--- src/rtl/al_osc_pkg.sv ---
// al_osc_pkg: shared types for the oscillator standby controller.
// Holds the FSM state enum and synchronizer depth.
package al_osc_pkg;

  typedef enum logic [2:0] {
    ST_WAKE,
    ST_RUN,
    ST_ENTER,
    ST_STDBY,
    ST_FAULT
  } osc_state_t;

  localparam int OSC_SYNC_STAGES = 2;

endpackage

--- src/rtl/al_sync_edge.sv ---
// al_sync_edge: synchronizes an async toggle and flags
// either-polarity transitions as a one-cycle pulse.
module al_sync_edge
  import al_osc_pkg::*;
(
  input  logic clk,
  input  logic rst_n,
  input  logic async_i,
  output logic edge_o
);

  localparam int MSB = OSC_SYNC_STAGES - 1;

  logic [MSB:0] sync_q;
  logic         hist_q;

  // shift the async input in, keep one history flop
  always_ff @(posedge clk or negedge rst_n) begin
    if (!rst_n) begin
      sync_q <= '0;
      hist_q <= 1'b0;
    end else begin
      sync_q <= {sync_q[MSB-1:0], async_i};
      hist_q <= sync_q[MSB];
    end
  end

  assign edge_o = sync_q[MSB] ^ hist_q;

endmodule

--- src/rtl/al_osc_stdby_ctrl.sv ---
// al_osc_stdby_ctrl: oscillator wake/standby handshake and stall watchdog.
// Optional edge counter enabled by AL_OSC_EDGE_CNT_EN.
module al_osc_stdby_ctrl
  import al_osc_pkg::*;
#(
  parameter int WAKE_CYCLES    = 64,
  parameter int MIN_EDGES      = 2,
  parameter int TIMEOUT_CYCLES = 1024,
  parameter int CNT_W          = 16
) (
  input  logic             clk,
  input  logic             rst_n,
  input  logic             stdby_req,
  output logic             stdby_ack,
  output logic             osc_dis,
  input  logic             osc_div,
  output logic             osc_ready,
  output logic             osc_fault,
  input  logic             fault_clr,
  output logic [CNT_W-1:0] osc_edge_cnt
);

  localparam int CYC_MAX = WAKE_CYCLES + TIMEOUT_CYCLES;
  localparam int CYC_W   = $clog2(CYC_MAX + 1);
  localparam int EC_W    = $clog2(MIN_EDGES + 1);
  localparam int WD_W    = (TIMEOUT_CYCLES > 1) ?
                           $clog2(TIMEOUT_CYCLES) : 1;

  localparam logic [CYC_W-1:0] CYC_RUN = CYC_W'(WAKE_CYCLES - 1);
  localparam logic [CYC_W-1:0] CYC_TO  = CYC_W'(CYC_MAX);
  localparam logic [EC_W-1:0]  EC_MAX  = EC_W'(MIN_EDGES);
  localparam logic [WD_W-1:0]  WD_TO   = WD_W'(TIMEOUT_CYCLES - 1);

  osc_state_t       state_q, state_d;
  logic [CYC_W-1:0] cyc_q, cyc_d;
  logic [EC_W-1:0]  ec_q, ec_d;
  logic [WD_W-1:0]  wd_q, wd_d;
  logic             ack_q, dis_q, rdy_q, flt_q;
  logic             edge_s;

  al_sync_edge u_sync (
    .clk     (clk),
    .rst_n   (rst_n),
    .async_i (osc_div),
    .edge_o  (edge_s)
  );

  // state, counters and registered outputs
  always_ff @(posedge clk or negedge rst_n) begin
    if (!rst_n) begin
      state_q <= ST_WAKE;
      cyc_q   <= '0;
      ec_q    <= '0;
      wd_q    <= '0;
      ack_q   <= 1'b0;
      dis_q   <= 1'b0;
      rdy_q   <= 1'b0;
      flt_q   <= 1'b0;
    end else begin
      state_q <= state_d;
      cyc_q   <= cyc_d;
      ec_q    <= ec_d;
      wd_q    <= wd_d;
      ack_q   <= (state_d == ST_STDBY);
      dis_q   <= (state_d == ST_STDBY);
      rdy_q   <= (state_d == ST_RUN);
      flt_q   <= (state_d == ST_FAULT);
    end
  end

  // next state; counters idle at zero outside their own state
  always_comb begin
    state_d = state_q;
    cyc_d   = '0;
    ec_d    = '0;
    wd_d    = '0;
    unique case (state_q)
      ST_WAKE: begin
        cyc_d = cyc_q;
        ec_d  = ec_q;
        if (edge_s && ec_q != EC_MAX) begin
          ec_d = ec_q + EC_W'(1);
        end
        if (stdby_req) begin
          state_d = ST_ENTER;
        end else if (cyc_q >= CYC_RUN && ec_q >= EC_MAX) begin
          state_d = ST_RUN;
        end else if (cyc_q == CYC_TO) begin
          state_d = ST_FAULT;
        end else begin
          cyc_d = cyc_q + CYC_W'(1);
        end
      end
      ST_RUN: begin
        if (edge_s) begin
          wd_d = '0;
        end else if (wd_q != WD_TO) begin
          wd_d = wd_q + WD_W'(1);
        end else begin
          wd_d = wd_q;
        end
        if (!edge_s && wd_q == WD_TO) begin
          state_d = ST_FAULT;
        end else if (stdby_req) begin
          state_d = ST_ENTER;
        end
      end
      ST_ENTER: begin
        state_d = ST_STDBY;
      end
      ST_STDBY: begin
        if (!stdby_req) begin
          state_d = ST_WAKE;
        end
      end
      ST_FAULT: begin
        if (fault_clr) begin
          state_d = ST_WAKE;
        end
      end
      default: begin
        state_d = ST_WAKE;
      end
    endcase
  end

  assign stdby_ack = ack_q;
  assign osc_dis   = dis_q;
  assign osc_ready = rdy_q;
  assign osc_fault = flt_q;

`ifdef AL_OSC_EDGE_CNT_EN
  logic [CNT_W-1:0] ecnt_q;

  // free-running edge tally while the oscillator is expected to run
  always_ff @(posedge clk or negedge rst_n) begin
    if (!rst_n) begin
      ecnt_q <= '0;
    end else if (edge_s &&
                 (state_q == ST_WAKE || state_q == ST_RUN)) begin
      ecnt_q <= ecnt_q + CNT_W'(1);
    end
  end

  assign osc_edge_cnt = ecnt_q;
`else
  assign osc_edge_cnt = '0;
`endif

endmodule
--- config.mk ---
export PLATFORM = sky130hd
export DESIGN_NAME = al_osc_stdby_ctrl
export DESIGN_NICKNAME = d
export VERILOG_FILES = /design/src/rtl/al_osc_pkg.sv /design/src/rtl/al_sync_edge.sv /design/src/rtl/al_osc_stdby_ctrl.sv
export SDC_FILE = /design/constraint.sdc
export NUM_CORES = 1
export LEC_CHECK = 0
export CAP_MARGIN = 15
export CORE_ASPECT_RATIO = 0.9
export CORE_MARGIN = 2
export CORE_UTILIZATION = 42
export CTS_CLUSTER_DIAMETER = 30
export DETAILED_ROUTE_END_ITERATION = 7
export PLACE_DENSITY = 0.61
export SETUP_SLACK_MARGIN = 0.05
export SLEW_MARGIN = 20
export SYNTH_ARGS = -nofsm -noshare
export SYNTH_HDL_FRONTEND = slang
export SYNTH_SLANG_ARGS = --single-unit
--- constraint.sdc ---
create_clock -name clk -period 2.2 [get_ports clk]
set_clock_uncertainty 0.05 [all_clocks]
set_input_delay 0.44 -clock clk [delete_from_list [all_inputs] [get_ports clk]]
set_output_delay 0.44 -clock clk [all_outputs]
set_load 0.02 [all_outputs]
After elaboration in Yosys (flattened, before gate mapping)
Cells that the tools add are included.

word-level totals
  logic and storage cells = 54
  output and inout bits = 20
  register bits after elaboration = 32
  input bits = 5

cells by class
  add/sub/neg operators = 3
  equal/unequal tests = 16
  multiplexer cells = 17
  reductions and logical operators = 6
  order comparisons = 2
  bitwise operators = 1

operators by type and width
  kind                                                                     count
  11-bit two-way mux                                                       4
  10-bit two-way mux                                                       3
  3-bit two-way mux                                                        7
  3-bit one-hot mux with 5 select lines                                    1
  11-bit by 1-bit adder with 11-bit output (second input constant)         1
  11-bit == test (second input constant)                                   1
  11-bit by 6-bit >= comparator with 1-bit output (second input constant)  1
  10-bit by 1-bit adder with 10-bit output (second input constant)         1
  10-bit == test (second input constant)                                   1
  10-bit != test (second input constant)                                   1
  2-bit != test (second input constant)                                    5
  3-bit by 2-bit == test with 1-bit output (second input constant)         3
  3-bit by 1-bit == test with 1-bit output (second input constant)         2
  3-bit == test (second input constant)                                    2
  2-bit two-way mux                                                        2
  1-bit logical AND                                                        3
  3-bit zero test                                                          1
  3-bit != test (second input constant)                                    1
  3-bit AND reduction                                                      1
  2-bit by 1-bit adder with 2-bit output (second input constant)           1
  2-bit >= comparator (second input constant)                              1
  1-bit zero test                                                          1
  1-bit bitwise XOR                                                        1

Depth between registers and ports, before layout
Gate-level depths: netlist of the first run.

  depth after elaboration = 6
  gate-level depth with buffers = 7
  depth with buffers taken out = 7

Hierarchy
A second synthesis of the first run with hierarchy kept.

unflattened totals
  cells, all modules = 188
  area, all modules = 1,833.0 um^2

modules (own cells, without submodules)
  module             cells an instance  area an instance (um^2)  times used  sequential area each (um^2)
  al_osc_stdby_ctrl  184                1,749.2                  1           725.7
  al_sync_edge       4                  83.8                     1           75.1

Worst setup path before layout of the first run
OpenSTA, ideal clock, no wires.

  path kind = register -> register
  start point = register cyc_q[0]
  end point = register cyc_q[2]
  setup time = 0.078 ns
  path slack = 0.373 ns
  data required time = 2.072 ns
  arrival = 1.699 ns
  buffers on the path = 1
  period minus slack after synthesis = 1.827 ns
  stages on the path, launching flop included = 8
  cells stage by stage = dfrtp_1 ha_1 a21oi_1 o2111ai_1 o31a_2 buf_6 or3_1 a21oi_1

between the ends
  word-level cells in the longest chain between the ends = 5
  elaborated cells on any way between the ends = 11
  those cells by class = add/sub (1); order compare (1); eq/ne (3); mux (4); reduce/logical (2)

ends and longest elaborated chain
  item                                      RTL line                 text
  start, declared                           al_osc_stdby_ctrl.sv:35  logic [CYC_W-1:0] cyc_q, cyc_d;
  start signal, assigned                    al_osc_stdby_ctrl.sv:61  cyc_q <= cyc_d;
  11-bit by 1-bit adder with 11-bit output  al_osc_stdby_ctrl.sv:91  cyc_d = cyc_q + CYC_W'(1);
  11-bit two-way mux                        al_osc_stdby_ctrl.sv:88  end else if (cyc_q == CYC_TO) begin
  11-bit two-way mux                        al_osc_stdby_ctrl.sv:86  end else if (cyc_q >= CYC_RUN && ec_q >= EC_MAX) begin
  11-bit two-way mux                        al_osc_stdby_ctrl.sv:84  if (stdby_req) begin
  11-bit two-way mux                        al_osc_stdby_ctrl.sv:77  unique case (state_q)

Parallel ways exist; a longest one is shown, timed or not. The select of a mux whose other input is x is not followed.
A chain may end at the register's enable or synchronous reset.

Worst setup path after layout of the first run
  start point = register cyc_q[0]
  end point = register cyc_q[4]

Same word-level chain as after synthesis.

==> metrics, run 1 <==
outcome=finished, final reports clean; PortBufs=8; hold path endpoint=u_sync.sync_q[1]; CTS sink cnt=32; Antenna Cells=0; largest net degree at the start of global routing=33; critical-path cell list=ha_1 -> a21oi_1 -> o2111ai_1 -> o31a_2 -> or3_2 -> a21oi_1; Max-Cap Viols=0; Final Slew Violations=0; flip-flop and latch count after synthesis=32; fraction of registers with async set/reset=100%; Comb pwr share=24.8%; Die H=between 60 and 70 um; post-route minimum period=1.99 ns; DRC=0; Int Pwr=1.15 mW; Mapped Cells=183; Post-synth EDFFs=0; first-pass GRT wire length=5780 um; register share of total power=42.7%; final WL=between 3000 and 4000 um; most frequent cells in the layout=dfrtp_1, nor2_1, conb_1, nand3_1, o21ai_0; Clock transition at path regs=approximately 0.070 ns; fmax=503 MHz; row count=22; Worst Path Max Fanout=14; reg2reg start=cyc_q[0]; CP max-delay cell=or3_2; Routed Antenna Nets=0; Gates resized, CTS repair=0; end of the worst register-to-register path=cyc_q[4]; # setup viols final=0; Tightest Hold Check Type=flop to flop; commonest non-fill, non-tap cell in the layout=dfrtp_1; XOR/XNOR Fraction of Synth Area=5.04%; Pwr per Cell Area=just under 900 nW/um^2; critical path's top delay family=compound AO/OA/AOI/OAI gates; Synth area leaders=dfrtp_1, buf_4, nor2_1; initial core utilization=43.2%; Critical Path Max Stage Delay=0.46 ns; area share of fa/ha/maj cells after synthesis=2.88%; worst vdd ir=0.332 mV; CP required=roughly 2.4 ns; Die Wd=71.8 um; drt initial violations=145; crit path kind=flop to flop; critical path launch point type=flop; post-DP HPWL=roughly 2400 um; Fin Hold WS=0.299 ns; GR Util All Layers=16.2%; drt first pass iters=4; post-synthesis mux area share=1.15%; Mapped Area=1740 sq um; crit path capture type=flop; synth warn=0; number of global-route vias before repair=1321; num ports=25; simple logic cell fraction of the synthesized area=21.6%; post-synth top area cell=dfrtp_1; clock network power share=32.5%; Crit path depth=6; Setup Fix Bufs, Post-CTS=0; CTS Buf Count=5; LEAKAGE=0.859 nW; r2r worst-path depth=6; wire length per cell=13.5 um; Layout area overhead=11.2%; total die area=4670 sq um; normalized max-slew margin=66.9%; Avg Inst Size Synth=9.49 sq um; Psw=554 uW; Reg2Reg Setup Slack=about 0.21 ns; grt total ovfl=0; compound-gate portion of the synthesized area=13.0%; Clock Path Buffers=2; worst-margin pin slew=between 0.4 and 0.5 ns; Synth Flop Type=dfrtp_1; post-synth cell types=37; Via density=5.37; initial antenna violation count=0; RSZ-0062 raised after global routing=false; layout cells sized above 1=9.55%; WP data arrival=~2.2 ns; sequential element share of the synthesized area=a little under half; Core ar.=4020 sq um; critical path's most frequent cell=a21oi_1; worst path bufs/invs=0; later-pin clock latency in the skew report=0.28 ns; CTS tree=built; Yosys top cell area share=46.1%; endpoints failing hold=0; period utilization=90.4%; Layout Utilization=48.1%; Final Wtd Congestion=0.858; combinational family with the most area after synthesis=simple AND/OR/NAND/NOR gates; root buffer cell=clkbuf_8; switching share of power=about a third; H-tree levels=2; nets=207; routed vias=1327; hold buffers post-CTS=0; hold path startpoint=u_sync.sync_q[0]; Hold Crit Depth=0
==> per-layer routing <==
| layer | track usage (%) | share of wire, % | wire length, um | vias to the layer above |
|---|---|---|---|---|
| met5 | 0 | 0 | 0 | - |
| met4 | 9.20 | 1.5 | 49 | 0 |
| met3 | 5.44 | 4.5 | 149 | 4 |
| met2 | 22.9 | 45 | 1500 | 32 |
| met1 | 21.4 | 49 | 1620 | 643 |
| li1 | - | - | - | 648 |
==> worst reg2reg max path: stages, from the launching register on <==
cell,delay [ns]
dfrtp_1,0.43
ha_1,0.23
a21oi_1,0.20
o2111ai_1,0.17
o31a_2,0.23
or3_2,0.46
a21oi_1,0.15
==> layout make-up <==
class | count | area, sq um
clock buffers | 6 | 72.6
inverters | 7 | 26.3
fillers | 379 | 2090
well taps | 48 | 60.1
clock inverters | 2 | 35.0
flip-flops and latches | 32 | 801
multi-input cells | 139 | 820
repair buffers | 13 | 118
==> metrics by stage <==
stage               total power [mW]  instances  TNS, ns  area (sq um)  worst slack [ns]
finish                          1.70        247        0          1930             0.211
global route                    1.81        247        0          1930            0.0592
CTS                             1.73        247        0          1930             0.210
detailed placement              1.16        239  -0.0144          1820           -0.0144
global placement                1.14        239        0          1820            0.0954
floorplan                       1.04        198        0          1790             0.373
==> power groups by stage <==
stage / clock [mW] / sequential [mW] / combinational (mW)
floorplan: 0 / 0.738 / 0.300
global route: 0.593 / 0.738 / 0.476
global placement: 0 / 0.734 / 0.410
detailed placement: 0 / 0.737 / 0.425
CTS: 0.575 / 0.727 / 0.429
finish: 0.553 / 0.728 / 0.423
==> sequential cells by signal, indices dropped and copies added (netlist names) <==
signal and cells:
u_sync.sync_q 2, osc_ready 1, cyc_q 11, wd_q 10, osc_fault 1, u_sync.hist_q 1
state_q 3, ec_q 2, osc_dis 1
==> cell usage after synthesis (all sizes together) (2+ instances only) <==
cell type / n
xnor2: 6
nand2: 10
and4: 3
and3: 6
or3: 6
nand4: 6
a211oi: 4
inv: 7
a31o: 2
nand3: 11
nor3: 4
o211ai: 2
dfrtp: 32
clkbuf: 2
and2: 2
mux2i: 2
xor2: 4
ha: 4
nor2: 19
buf: 18
o21ai: 11
a21oi: 10
==> worst max path at each step <==
stage / startpoint / endpoint / slack [ns]
6_report: cyc_q[0] / cyc_q[4] / 0.21
5_1_grt: cyc_q[0] / cyc_q[5] / 0.06
4_1_cts: cyc_q[0] / cyc_q[4] / 0.21
3_5_place_dp: stdby_req / cyc_q[4] / -0.01
3_3_place_gp: stdby_req / cyc_q[5] / 0.1
2_1_floorplan: cyc_q[0] / cyc_q[2] / 0.37
==> logic make-up (layout without fill, tap and decap cells) <==
logic type                 Yosys count  after routing
xor gates and xnor gates            10             10
buffers and inverters               27             28
other                                1             16
and+or+nand+nor                     71             71
muxes                                2              2
DFF                                 32             32
AOI/OAI and AO/OA                   36             36
adders and majority gates            4              4
(Power assumes the default switching activity.)
==> inputs of run 2 (changes only) <==
ABC_AREA = 1   (was default)
PLACE_DENSITY = 0.6   (was 0.61)
==> run 2 against run 1 <==
Sequential power shrank 4.8%. Largest cell class unchanged. Cell count is 30% higher. Routed wire length up 6.9%. Worst setup slack gained 0.22 ns. Utilization is 0.86 points lower. Flip-flop and latch count did not move. Global-route usage decreased by 0.56 points. Clock power shrank 16%.
==> metrics, run 2 <==
post-synth cell types=28 (-24%); Setup crit end=wd_q[7]; WP data arrival=1.93 ns (-0.22 ns); post-synth top area cell=dfrtp_1; H-tree levels=2 (unchanged); Pwr per Cell Area=786 nW/um^2 (-11%); Post-synth EDFFs=0 (unchanged); # setup viols final=0 (unchanged); Final Wtd Congestion=0.824 (-4.0%); later-pin clock latency in the skew report=0.28 ns (about the same); Clock transition at path regs=0.06 ns (about the same); Setup Fix Bufs, Post-CTS=0 (unchanged); top sig layer=met4; Reg2Reg Setup Slack=0.43 ns (+0.22 ns); met3 WL=160 um (+7.4%); end of the worst register-to-register path=wd_q[7]; Die Wd=75.4 um (+5.0%); initial antenna violation count=0 (unchanged); synth warn=0 (unchanged); layout cells sized above 1=8.46% (-1.1 points); Synth area leaders=dfrtp_1, nand2_1, buf_4; Die H=68.2 um (+5.0%); endpoints failing hold=0 (unchanged); Worst Path Max Fanout=11 (-3); CP required=2.36 ns (about the same); PnR Total Power=1.64 mW (-3.6%); flip-flop and latch count after synthesis=32 (unchanged); grt total ovfl=0 (unchanged); crit path kind=flop to flop; Via density=4.68 (-13%); most frequent cells in the layout=nand2_1, dfrtp_1, nor2_1, inv_1, nand3_1; met1 WL=1850 um (+14%); max reg flops=11 (unchanged); reg2reg start=wd_q[1]; Yosys top cell area share=41.6% (-4.5 points); drt first pass iters=4 (unchanged); Max-Cap Viols=0 (unchanged); worst vdd ir=0.318 mV (-4.2%); first-pass GRT wire length=5950 um (+2.9%); hold buffers post-CTS=0 (unchanged); Final Slew Violations=0 (unchanged); Routed Antenna Nets=0 (unchanged); met2 WL post-DR=1470 um (-2.1%); total die area=5140 sq um (+10%); outcome=finished, final reports clean; num ports=25 (unchanged); RSZ-0062 raised after global routing=false; crit path from=wd_q[1]; row count=23 (+4.5%); wire length per cell=11.0 um (-18%); Largest regs=cyc_q x11, wd_q x10, state_q x3; drt initial violations=69 (-52%); Final TNS setup=0 ns (unchanged); Synth Flop Type=dfrtp_1; Top reg by flops=cyc_q; cell with the most instances after synthesis=nand2_1; fmax=566 MHz (+13%); CTS sink cnt=32 (unchanged); commonest non-fill, non-tap cell in the layout=nand2_1; Mapped Area=1930 sq um (+11%); largest net degree at the start of global routing=33 (unchanged); GR Util All Layers=15.6% (-0.56 points); Tightest Hold Check Type=flop to flop; fraction of registers with async set/reset=100% (unchanged); Gates resized, CTS repair=0 (unchanged); most instantiated cells after synthesis=nand2_1, dfrtp_1, nor2_1; r2r worst-path depth=7 (+1); LEAKAGE=0.997 nW (+16%); Clock Path Buffers=2 (unchanged); crit path capture type=flop; final WL=3550 um (+6.9%); critical path launch point type=flop; sequential element share of the synthesized area=41.6% (-4.5 points); DRC=0 (unchanged); routed vias=1507 (+14%); CTS tree=built; period utilization=80.4% (-10 points); post-DP HPWL=2530 um (+6.8%); Antenna Cells=0 (unchanged); post-route minimum period=1.77 ns (-0.221 ns); Layout area overhead=8.64%; Avg Inst Size Synth=7.80 sq um (-18%); fill count=433 (+14%); PortBufs=8 (unchanged); CTS Buf Count=5 (unchanged); number of global-route vias before repair=1312 (-0.68%); Core ar.=4430 sq um (+10%); root buffer cell=clkbuf_8; Mapped Cells=247 (+35%); initial core utilization=43.5% (+0.24 points); nets=268 (+29%)
-- run 2: changes by cell type in the layout (fill, tap and decap cells not counted), sizes merged, moves of 3 or more --
cell | before | now
xor2 | 4 | 10
nand3 | 11 | 23
nor2 | 19 | 37
and3 | 6 | 0
buf | 5 | 2
xnor2 | 6 | 0
nand2 | 10 | 59
o21ai | 11 | 8
inv | 7 | 28
and4 | 3 | 0
or3 | 6 | 0
a211oi | 4 | 1
-- run 2: worst min-delay path by stage --
stage,from,endpoint,cells after the start
6_report,u_sync.sync_q[0],u_sync.sync_q[1],0
5_1_grt,u_sync.sync_q[0],u_sync.sync_q[1],0
4_1_cts,u_sync.sync_q[0],u_sync.sync_q[1],0
3_5_place_dp,u_sync.sync_q[0],u_sync.sync_q[1],0
3_3_place_gp,u_sync.sync_q[0],u_sync.sync_q[1],0
2_1_floorplan,rst_n,cyc_q[0],0
-- run 2: layer usage --
metal / up-vias / track usage (%)
met1: 682 / 22.2
met2: 39 / 21.4
li1: 778 / -
met5: - / 0
met4: 0 / 8.11
met3: 8 / 4.12
-- run 2: cells by family after synthesis --
logic type / count (synthesis) / synth area share [%]
other cells: 1 / 0.195
compound gates: 22 / 6.43
simple gates: 130 / 31.3
flops: 32 / 41.6
xor+xnor: 10 / 4.55
fa+ha+maj: 4 / 2.60
buf+inv: 48 / 13.4
-- run 2: cell type report --
class | instances | area (sq um) | share of cell area (%)
sequential | 32 | 801 | 38.3
inverter | 28 | 105 | 5.02
timing repair buffer | 10 | 95.1 | 4.55
multi-input combinational | 182 | 923 | 44.1
tap | 62 | 77.6 | 3.71
clock buffer | 8 | 90.1 | 4.31
-- run 2: power by group --
group	total, mW	internal, mW	switching (mW)
combinational	0.483	0.157	0.327
clock	0.467	0.255	0.212
sequential	0.693	0.653	0.0405
total	1.64	1.06	0.580
-- run 2: metrics by stage --
stage          cell area [sq um]  worst slack (ns)  hold WS, ns  std cells  util (%)
5_1_grt                     2090             0.258        0.307        322      47.2
3_5_place_dp                2000             0.325        0.286        314      45.2
4_1_cts                     2090             0.414        0.300        322      47.2
6_report                    2090             0.432        0.300        322      47.2
2_1_floorplan               1980             0.669       0.0944        262         -
3_3_place_gp                2000             0.345        0.282        314      45.2
-- run 2: critical path: stages, from the launching register on --
cell      delay, ns
dfrtp_1        0.38
ha_1           0.24
nand4_1        0.17
nor2_2         0.19
nand3b_1       0.33
nand3_1        0.18
nand2_1        0.06
nor2_1         0.10
==> inputs of run 3 (changes only) <==
PLACE_DENSITY = 0.63   (was 0.6)
clock period = 1.5 ns   (was 2.2 ns; I/O delays follow)
==> run 3 against run 2 <==
The run now ends with setup timing left. Sequential share of layout area decreased by 7.2 points. Via count grew 13%. First-iteration DRC count up 54%. Clock power increased by 74%. Utilization up 11 points. Design area grew 24%. Global-route usage increased by 1.4 points. Critical path type unchanged. Critical endpoint is now cyc_q[0].
==> metrics, run 3 (synthesized netlist as in run 2, its figures left out) <==
outcome=finished, violations left; failing checks=setup timing; Routed Antenna Nets=0 (unchanged); wire length per cell=11.3 um (+2.6%); Die H=68.2 um (unchanged); Largest regs=cyc_q x11, wd_q x10, state_q x3; Via density=4.68 (about the same); critical path's most frequent cell=nor2_4; Worst Path Max Fanout=5 (-6); PortBufs=8 (unchanged); CP required=1.62 ns (-0.74 ns); first-pass GRT wire length=6670 um (+12%); CTS sink cnt=32 (unchanged); final WL=4110 um (+16%); Final Cell Area=2580 sq um (+24%); Die Wd=75.4 um (unchanged); root buffer cell=clkbuf_8; largest net degree at the start of global routing=33 (unchanged); Max-Cap Viols=0 (unchanged); worst vdd ir=0.559 mV (+76%); CP max-delay cell=dfrtp_1; Final Slew Violations=0 (unchanged); Pwr per Cell Area=1110 nW/um^2 (+42%); GRT met1 Usage=23.4% (+1.2 points); post-route minimum period=1.59 ns (-0.174 ns); Core ar.=4430 sq um (unchanged); CTS tree=built; total die area=5140 sq um (unchanged); met3 GRT Util=4.42% (+0.29 points); Top reg by flops=cyc_q; grt total ovfl=0 (unchanged); commonest non-fill, non-tap cell in the layout=nand2_1; DP Area=2240 sq um (+12%); post-DP HPWL=2900 um (+15%); CTS Buf Count=5 (unchanged); num ports=25 (unchanged); drt initial violations=106 (+54%); number of global-route vias before repair=1501 (+14%); critical-path cell list=inv_1 -> ha_2 -> inv_2 -> nor2_2 -> nand3_2 -> nor2_4 -> nor2_4 -> nand2_4 -> buf_6 -> nor2_4 -> nand2_1 -> nand2_1; # setup viols final=15 (+15); routed vias=1698 (+13%); row count=23 (unchanged); crit path kind=flop to flop; fmax=627 MHz (+11%); later-pin clock latency in the skew report=0.28 ns (about the same); WP data arrival=1.72 ns (-0.21 ns); Final TNS setup=-0.745 ns (-0.745 ns); max reg flops=11 (unchanged); Tightest Hold Check Type=flop to flop; period utilization=106% (+26 points); GRT Max-Usage Layer=met2; LEAKAGE=1.25 nW (+25%); Final Wtd Congestion=0.835 (+1.4%); H-tree levels=2 (unchanged); met2 Usage GRT=26.4% (+5.0 points); critical path launch point type=flop; layout cells sized above 1=31.9% (+23 points); nets=309 (+15%); crit path capture type=flop; RSZ-0062 raised after global routing=true; initial core utilization=43.5% (unchanged); most frequent cells in the layout=nand2_1, buf_4, dfrtp_1, nor2_1, inv_1; DRC=0 (unchanged); Clock transition at path regs=0.07 ns (about the same); endpoints failing hold=0 (unchanged); drt first pass iters=4 (unchanged); initial antenna violation count=0 (unchanged); Layout area overhead=34.2%; Antenna Cells=0 (unchanged); Clock Path Buffers=2 (unchanged); GR Util All Layers=17.0% (+1.4 points); Critical Path Max Stage Delay=0.40 ns (+0.02 ns); Final WS setup=-0.0940 ns (-0.526 ns)
-- run 3: critical path, delay by kind of cell (launching register included) --
family	cells	cell delay, ns
simple gates	8	0.65
flops	1	0.40
buf+inv	3	0.21
fa+ha+maj	1	0.17
-- run 3: per-layer routing --
metal,vias to the layer above,share of wire [%]
li1,860,-
met3,5,4.4
met1,791,47
met4,0,0.61
met5,-,0
met2,42,48
-- run 3: through the flow --
step	instances	hold WS, ns	worst slack [ns]	power [mW]	util [%]
after global placement	344	0.284	-0.110	1.84	50.6
after detailed placement	344	0.286	-0.0851	1.86	50.6
after floorplan	262	-0.0456	0.0186	1.57	-
final	363	0.300	-0.0940	2.88	58.3
after global routing	363	0.308	-0.188	3.09	58.3
after CTS	356	0.300	-0.0737	2.71	55.0
-- run 3: cell type report --
class	count	area, sq um
multi-input combinational	182	1050
tap	62	77.6
timing repair buffer	51	429
clock inverter	3	42.5
fill	408	1850
sequential	32	803
inverter	28	109
clock buffer	5	68.8
-- run 3: final timing paths --
check,startpoint,endpoint,slack [ns],cells after the start
max in group asynchronous,rst_n,wd_q[1],0.88,2
min reg2reg,u_sync.sync_q[0],u_sync.sync_q[1],0.30,0
max,cyc_q[1],cyc_q[0],-0.09,12
min in group asynchronous,rst_n,osc_fault,0.33,2
max reg2reg,cyc_q[1],cyc_q[0],-0.09,12
min,u_sync.sync_q[0],u_sync.sync_q[1],0.30,0
-- run 3: what timing repair did --
action / CTS / global route
hold buffers: 0 / 0
setup endpoints to repair: 21 / 28
hold endpoints to repair: 0 / 0
gates resized for setup: 19 / 29
setup buffers: 4 / 7
pin swaps: 8 / 10
-- run 3: power by group --
group / internal, mW / switching [mW]
Clock: 0.491 / 0.320
Combinational: 0.433 / 0.625
Sequential: 0.957 / 0.0522
